### config.mk
export PLATFORM = sky130hd
export DESIGN_NAME = gate_exerciser_flat
export DESIGN_NICKNAME = d
export VERILOG_FILES = /design/src/rtl/gate_exerciser_if.sv /design/src/rtl/gate_exerciser.sv /design/src/flat_wrapper.sv
export SDC_FILE = /design/constraint.sdc
export NUM_CORES = 1
export LEC_CHECK = 0
export BUFFER_PORTS_ARGS = -buffer_cell sky130_fd_sc_hd__buf_2
export CAP_MARGIN = 20
export CORE_AREA = 2 2 55 57
export CTS_BUF_LIST = sky130_fd_sc_hd__clkbuf_8
export DETAILED_ROUTE_END_ITERATION = 6
export DIE_AREA = 0 0 57 59
export PLACE_DENSITY = 0.69
export RECOVER_POWER = 50
export SLEW_MARGIN = 0
export SYNTH_ARGS = -nofsm -noshare
export SYNTH_HDL_FRONTEND = slang
export SYNTH_SLANG_ARGS = --single-unit
### constraint.sdc
create_clock -name clk -period 1.73 [get_ports clk]
set_input_delay 0 -clock clk [delete_from_list [all_inputs] [get_ports clk]]
set_output_delay 0 -clock clk [all_outputs]
set_load 0.02 [all_outputs]
### src/rtl/gate_exerciser_if.sv
// Gate exerciser bus: the start/result handshake plus the A/B/Y wires
// that connect to the gate under test. The exerciser uses the master
// modport; the environment (controller and gate under test) uses slave.
interface gate_exerciser_if #(
  parameter int ERR_W = 8
);
  logic             start;
  logic             y_in;
  logic             a_out;
  logic             b_out;
  logic             busy;
  logic             done;
  logic             pass;
  logic [ERR_W-1:0] err_count;
  logic [3:0]       fail_vec;

  modport master (
    input  start, y_in,
    output a_out, b_out, busy, done, pass, err_count, fail_vec
  );

  modport slave (
    output start, y_in,
    input  a_out, b_out, busy, done, pass, err_count, fail_vec
  );
endinterface

### src/rtl/gate_exerciser.sv
// Gate exerciser: sweeps {A,B} through 00..11 for ROUNDS passes, holds
// each combination SETTLE_CYCLES cycles, samples Y once, and checks it
// against the TRUTH table. Reports pass, a saturating error count and a
// per-combination failure mask. Every output comes straight from a flop.
module gate_exerciser #(
  parameter int       SETTLE_CYCLES = 2,
  parameter logic [3:0] TRUTH       = 4'b1000,
  parameter int       ROUNDS        = 1,
  parameter int       ERR_W         = 8
) (
  input  logic             clk,
  input  logic             rst,
  gate_exerciser_if.master bus
);

  localparam int CW = (SETTLE_CYCLES > 1) ? $clog2(SETTLE_CYCLES) : 1;
  localparam int RW = (ROUNDS > 1) ? $clog2(ROUNDS) : 1;

  typedef enum logic [1:0] {
    IDLE,
    SETTLE,
    SAMPLE
  } state_t;

  state_t           state_q;
  logic [1:0]       combo_q;
  logic [RW-1:0]    round_q;
  logic [CW-1:0]    settle_q;
  logic             busy_q;
  logic             done_q;
  logic             pass_q;
  logic [ERR_W-1:0] errCount_q;
  logic [3:0]       failVec_q;

  logic             mismatch;
  logic             lastSample;
  logic [ERR_W-1:0] errCount_d;
  logic [3:0]       failVec_d;

  // Result update for the sample taken this cycle (only committed in SAMPLE).
  always_comb begin
    mismatch   = (bus.y_in != TRUTH[combo_q]);
    lastSample = (combo_q == 2'd3) && (round_q == RW'(ROUNDS - 1));
    errCount_d = errCount_q;
    failVec_d  = failVec_q;
    if (mismatch) begin
      if (errCount_q != {ERR_W{1'b1}}) begin
        errCount_d = errCount_q + ERR_W'(1);
      end
      failVec_d = failVec_q | (4'b0001 << combo_q);
    end
  end

  // Sweep controller: accepts start in IDLE, then settles and samples each combination in turn.
  always_ff @(posedge clk or posedge rst) begin
    if (rst) begin
      state_q    <= IDLE;
      combo_q    <= 2'd0;
      round_q    <= '0;
      settle_q   <= '0;
      busy_q     <= 1'b0;
      done_q     <= 1'b0;
      pass_q     <= 1'b0;
      errCount_q <= '0;
      failVec_q  <= 4'd0;
    end else begin
      done_q <= 1'b0;
      case (state_q)
        IDLE: begin
          if (bus.start) begin
            state_q    <= SETTLE;
            busy_q     <= 1'b1;
            combo_q    <= 2'd0;
            round_q    <= '0;
            settle_q   <= '0;
            errCount_q <= '0;
            failVec_q  <= 4'd0;
            pass_q     <= 1'b0;
          end
        end
        SETTLE: begin
          if (settle_q == CW'(SETTLE_CYCLES - 1)) begin
            state_q <= SAMPLE;
          end else begin
            settle_q <= settle_q + CW'(1);
          end
        end
        SAMPLE: begin
          errCount_q <= errCount_d;
          failVec_q  <= failVec_d;
          settle_q   <= '0;
          if (lastSample) begin
            state_q <= IDLE;
            done_q  <= 1'b1;
            busy_q  <= 1'b0;
            combo_q <= 2'd0;
            pass_q  <= (errCount_d == '0);
          end else begin
            state_q <= SETTLE;
            combo_q <= combo_q + 2'd1;
            if (combo_q == 2'd3) begin
              round_q <= round_q + RW'(1);
            end
          end
        end
        default: begin
          state_q <= IDLE;
        end
      endcase
    end
  end

  assign bus.a_out     = combo_q[1];
  assign bus.b_out     = combo_q[0];
  assign bus.busy      = busy_q;
  assign bus.done      = done_q;
  assign bus.pass      = pass_q;
  assign bus.err_count = errCount_q;
  assign bus.fail_vec  = failVec_q;

endmodule

### src/flat_wrapper.sv
// flat-port wrapper written by rule: the top's interface ports become plain ports
module gate_exerciser_flat 
#(
  parameter int       SETTLE_CYCLES = 2,
  parameter logic [3:0] TRUTH       = 4'b1000,
  parameter int       ROUNDS        = 1,
  parameter int       ERR_W         = 8
)
  (clk, rst, bus_start, bus_y_in, bus_a_out, bus_b_out, bus_busy, bus_done, bus_pass, bus_err_count, bus_fail_vec);
  gate_exerciser_if #(.ERR_W(ERR_W)) bus_i ();
  input  logic clk;
  input  logic rst;
  input wire logic [$bits(bus_i.start)-1:0] bus_start;
  input wire logic [$bits(bus_i.y_in)-1:0] bus_y_in;
  output wire logic [$bits(bus_i.a_out)-1:0] bus_a_out;
  output wire logic [$bits(bus_i.b_out)-1:0] bus_b_out;
  output wire logic [$bits(bus_i.busy)-1:0] bus_busy;
  output wire logic [$bits(bus_i.done)-1:0] bus_done;
  output wire logic [$bits(bus_i.pass)-1:0] bus_pass;
  output wire logic [$bits(bus_i.err_count)-1:0] bus_err_count;
  output wire logic [$bits(bus_i.fail_vec)-1:0] bus_fail_vec;
  assign bus_i.start = bus_start;
  assign bus_i.y_in = bus_y_in;
  assign bus_a_out = bus_i.a_out;
  assign bus_b_out = bus_i.b_out;
  assign bus_busy = bus_i.busy;
  assign bus_done = bus_i.done;
  assign bus_pass = bus_i.pass;
  assign bus_err_count = bus_i.err_count;
  assign bus_fail_vec = bus_i.fail_vec;
  gate_exerciser #(.SETTLE_CYCLES(SETTLE_CYCLES), .TRUTH(TRUTH), .ROUNDS(ROUNDS), .ERR_W(ERR_W)) u_core (.clk(clk), .rst(rst), .bus(bus_i));
endmodule
# --- Word level (Yosys, flattened, before mapping) ---
# Index checks and enable logic that the tools add are counted.
totals:
  register_bits: 21
  in_bits: 4
  out_inout_bits: 17
classes:
  n_addsub: 4
  magnitude_cmp: 1
  n_eq_ne: 11
  n_shift: 1
  n_mux: 29
  n_bitwise: 2
  reduce_logical: 11
op_table:
  columns: ["cell", "count"]
  rows:
  - ["$mux 8", 3]
  - ["$pmux 8 s2", 1]
  - ["$mux 1", 11]
  - ["$add 8x1->8 const B", 1]
  - ["$logic_not 8->1", 1]
  - ["$mux 2", 4]
  - ["$mux 4", 2]
  - ["$ne 2x1->1 const B", 4]
  - ["$ne 8x8->1 const B", 1]
  - ["$pmux 4 s2", 1]
  - ["$pmux 1 s2", 3]
  - ["$pmux 2 s3", 1]
  - ["$reduce_and 2->1", 3]
  - ["$reduce_and 3->1", 2]
  - ["$eq 2x2->1 const B", 2]
  - ["$ne 2x2->1 const B", 2]
  - ["$or 4x4->4", 1]
  - ["$pmux 2 s2", 1]
  - ["$reduce_and 4->1", 1]
  - ["$shl 1x2->4 const A", 1]
  - ["$lt 2x3->1 const B", 1]
  - ["$pmux 1 s3", 1]
  - ["$reduce_bool 3->1", 1]
  - ["$add 1x1->1 const B", 2]
  - ["other kinds (8)", 8]

# --- Longest topological paths before layout ---
depth:
  word_depth: 7
  ltp_mapped: 7
  mapped_depth_nobuf: 6

# --- Worst setup path after synthesis ---
# Ideal clock, no wire load.
synth_path:
  kind: "flip-flop to flip-flop"
  startpoint: "register u_core.combo_q[0]"
  endpoint: "register u_core.pass_q (netlist: u_core.bus.pass)"
  arrival_ps: 1867
  path_slack_ps: -229
  path_stages_with_launch: 7
  path_buffers: 0
  synth_period_minus_slack_ps: 1959
  cell_sequence: "dfrtp_1 > ha_1 > xnor2_2 > nor3_1 > nand4b_1 > a211o_1 > o31ai_2"
synth_between:
  elab_chain_cells: 7
  elab_cells_between_ends: 11
  cone_classes: "eq/ne (3); mux (5); reduce/logical (3)"
synth_lines:
  columns: ["item", "line", "rtl"]
  rows:
  - ["start: declaration", "gate_exerciser.sv:26", "logic [1:0] combo_q;"]
  - ["start signal: assignment", "gate_exerciser.sv:100", "combo_q <= combo_q + 2'd1;"]
  - ["$bmux 1 s2", "gate_exerciser.sv:42", "mismatch = (bus.y_in != TRUTH[combo_q]);"]
  - ["$mux 1 (implied by the code)", "gate_exerciser.sv:42", null]
  - ["$ne 1x1->1", "gate_exerciser.sv:42", null]
  - ["$mux 8", "gate_exerciser.sv:46", "if (mismatch) begin"]
  - ["$logic_not 8->1", "gate_exerciser.sv:97", "pass_q <= (errCount_d == '0);"]
  - ["$mux 1", "gate_exerciser.sv:92", "if (lastSample) begin"]
  - ["$pmux 1 s2", "gate_exerciser.sv:68", "case (state_q)"]
  - ["end signal: assignment", "gate_exerciser.sv:97", null]
  - ["end: declaration", "gate_exerciser.sv:31", "logic pass_q;"]
# Parallel ways exist; a longest one is shown, timed or not. The select of a mux whose other input is x is not followed.
# A chain may end at the register's enable or synchronous reset.

# --- Worst setup path in the final report ---
layout_path:
  startpoint: "register u_core.combo_q[1]"
  endpoint: "register u_core.pass_q (netlist: u_core.bus.pass)"
# Same word-level chain as after synthesis.

==> results.sh <==
export IMPL_status="completed"
export IMPL_antenna_found_initial=0
export IMPL_ant_nets=0
export IMPL_cp_endpoint="u_core.bus.pass$_DFFE_PP0P_"
export IMPL_finalHoldViolCount=0
export IMPL_die_area_mm2=0.00336
export IMPL_cp_start_kind="flip-flop"
export IMPL_cts_sinks=21
export IMPL_hold_depth=4
export IMPL_place_ws_ns=-0.00201
export IMPL_synth_mux_area_frac=0.0402
export IMPL_grt_overflow=0
export IMPL_insertion_delay_ns=0.26
export IMPL_synth_top_family_by_area="compound AO/OA/AOI/OAI gates"
export IMPL_r2r_start="u_core.combo_q[1]$_DFFE_PP0P_"
export IMPL_crit_path_max_fanout=7
export IMPL_grt_max_degree=22
export IMPL_place_hpwl_um=2160
export IMPL_yosys_area_share_simple=0.185
export IMPL_io_pins=21
export IMPL_max_vdd_ir_drop_mv=0.835
export IMPL_dr_pass1_iters=4
export IMPL_syn2layout_area_growth_pct=23.8
export IMPL_fin_ws_ns=0.0173
export IMPL_synth_fp_nets=145
export IMPL_worst_pin_slew_ns=1.14
export IMPL_num_vias=1131
export IMPL_end_kind="flip-flop"
export IMPL_first_global_vias=1088
export IMPL_p_leak_nw=0.704
export IMPL_fmax_mhz=584
export IMPL_synth_compound_area_frac=0.225
export IMPL_path_clk_slew_ns=0.08
export IMPL_viasPerCell=5.68
export IMPL_gp_congestion=0.853
export IMPL_postSynthCellCount=136
export IMPL_track_usage=0.190
export IMPL_h_tree_depth=1
export IMPL_crit_start="u_core.combo_q[1]$_DFFE_PP0P_"
export IMPL_post_cts_buffers=0
export IMPL_numPortBuffers=20
export IMPL_syn_mean_instance_area_um2=9.15
export IMPL_cts_tree="done"
export IMPL_grt_pass1_wl_um=4950
export IMPL_synth_flop_cell="dfrtp_1"
export IMPL_nFillCells=263
export IMPL_cap_violations=0
export IMPL_drc=0
export IMPL_period_share=0.990
export IMPL_fin_crit_ns=1.71
export IMPL_die_y_um=59
export IMPL_synth_xor_area_share=0.0201
export IMPL_synth_adder_area_share=0.0503
export IMPL_ys_types=41
export IMPL_ys_seq_elements=21
export IMPL_syn_cell_area_mm2=0.00124
export IMPL_slew_limit_headroom=0.242
export IMPL_yosysSeqAreaShare=0.422
export IMPL_final_nets=178
export IMPL_ys_warn_count=0
export IMPL_reg2reg_depth=6
export IMPL_root_buffer="clkbuf_8"
export IMPL_rows=19
export IMPL_rrSetupSlack_ns=0.02
export IMPL_start_util=0.459
export IMPL_rsz0062_at_grt="true"
export IMPL_final_layout_size_suffix_gt1_frac=0.256
export IMPL_setup_viol=0
export IMPL_dieWidth_um=57
export IMPL_postLayoutCoreUtil=0.569
export IMPL_final_max_slew_viol_count=0
export IMPL_worst_setup_path_type="reg2reg"
export IMPL_num_antenna_cells=0
export IMPL_r2r_end="u_core.bus.pass$_DFFE_PP0P_"
export IMPL_fin_skew_ns=0.00405
export IMPL_drt_initial_drc_count=47
export IMPL_cp_required_ns=1.90
export IMPL_wl_per_cell_um=15.1
export IMPL_async_flop_share=1.00
export IMPL_synth_edf_count=0
export IMPL_p_per_area_mw_per_mm2=1170
export IMPL_hold_class="in2reg"
export IMPL_cp_arrival_ns=1.88
export IMPL_numCtsBuffers=3
export IMPL_core_mm2=0.00271
export IMPL_clockBufferDepth=2
export IMPL_wirelength_um=3000
[critical path, cell delays in order (launching register included)]
cell and delay, ns:
dfrtp_2 0.43, ha_4 0.19, xnor2_4 0.27, nor3_2 0.08, nand4b_1 0.19, a211o_1 0.28
o31ai_2 0.18
[per-layer routing]
metal,routed length (µm),GRT usage
met3,119,0.0284
met1,1420,0.260
met4,36,0.0598
met5,0,0
met2,1420,0.314
[sequential cells by signal (all words and copies together), names as in the netlist]
| signal | flops |
|---|---|
| u_core.bus.fail_vec | 4 |
| u_core.combo_q | 2 |
| u_core.bus.pass | 1 |
| u_core.settle_q | 1 |
| u_core.state_q | 2 |
| u_core.round_q | 1 |
| u_core.bus.err_count | 8 |
| u_core.bus.busy | 1 |
| u_core.bus.done | 1 |
[cell families after synthesis]
group,Yosys count
simple gates,47
compound gates,42
flops,21
buf+inv,14
mux,5
fa+ha+maj,5
xor+xnor,2
[final cells by class]
| type | instances | area [µm²] | share of cell area |
|---|---|---|---|
| Clock buffer | 3 | 41.3 | 0.0268 |
| Clock inverter | 1 | 3.75 | 0.00244 |
| Inverter | 7 | 26.3 | 0.0170 |
| Multi-Input combinational cell | 101 | 694 | 0.450 |
| Sequential cell | 21 | 533 | 0.346 |
| Tap cell | 31 | 38.8 | 0.0252 |
| Timing Repair Buffer | 35 | 204 | 0.132 |
[metrics by stage]
| step | setup TNS (ns) | hold slack, ns | power, mW | instance area [µm²] | std cells |
|---|---|---|---|---|---|
| 2_1_floorplan | 0 | -0.0239 | 1.20 | 1290 | 136 |
| 3_3_place_gp | 0 | 0.0408 | 1.46 | 1480 | 193 |
| 3_5_place_dp | -0.00201 | 0.0471 | 1.49 | 1480 | 193 |
| 4_1_cts | -0.00580 | 0.204 | 1.81 | 1550 | 199 |
| 5_1_grt | -0.0841 | 0.328 | 1.92 | 1540 | 199 |
| 6_report | 0 | 0.211 | 1.80 | 1540 | 199 |
[report_power, final]
part	leakage, nW	total (mW)	internal (mW)	switching [mW]
clock network	0.0269	0.312	0.158	0.155
registers	0.270	0.703	0.586	0.117
logic	0.407	0.789	0.321	0.468
[Yosys cell counts (3+ instances only)]
| cell | instances | area share |
|---|---|---|
| a21oi_1 | 8 | 0.032 |
| a22o_1 | 3 | 0.021 |
| a31oi_1 | 4 | 0.020 |
| clkbuf_1 | 4 | 0.012 |
| dfrtp_1 | 21 | 0.42 |
| ha_1 | 5 | 0.050 |
| inv_1 | 6 | 0.018 |
| mux2i_1 | 5 | 0.040 |
| nand2_1 | 12 | 0.036 |
| nand2b_1 | 4 | 0.020 |
| nand3_1 | 4 | 0.016 |
| nor2_1 | 14 | 0.042 |
| o21ai_0 | 6 | 0.024 |
| o21ai_1 | 6 | 0.024 |
[cell usage in the layout (no fill, tap or decap), drive strengths merged, types with 3 or more instances in the layout]
cell	instances
a31oi	4
mux2i	5
o21ai	12
nand3	4
dfrtp	21
a21oi	8
nand2	12
clkbuf	12
inv	8
nand2b	4
buf	24
a22o	3
nor2	14
ha	5
[what timing repair did]
item	CTS	global route
pin swaps	4	1
endpoints found under the hold margin	22	0
hold buffers	2	0
endpoints found under the setup margin	1	1
gates resized for setup	2	1
[how the worst min path moves through the flow]
stage               startpoint                                 end  slack (ns)
finish                bus_y_in  u_core.bus.fail_vec[3]$_DFFE_PP0P_        0.21
global route          bus_y_in  u_core.bus.fail_vec[3]$_DFFE_PP0P_        0.33
detailed placement         rst           u_core.bus.done$_DFF_PP0_        0.05
floorplan                  rst         u_core.bus.busy$_DFFE_PP0P_       -0.02
global placement           rst         u_core.settle_q$_DFFE_PP0P_        0.04
CTS                   bus_y_in  u_core.bus.fail_vec[3]$_DFFE_PP0P_        0.20
No activity file was read; power rests on OpenSTA's default activity.
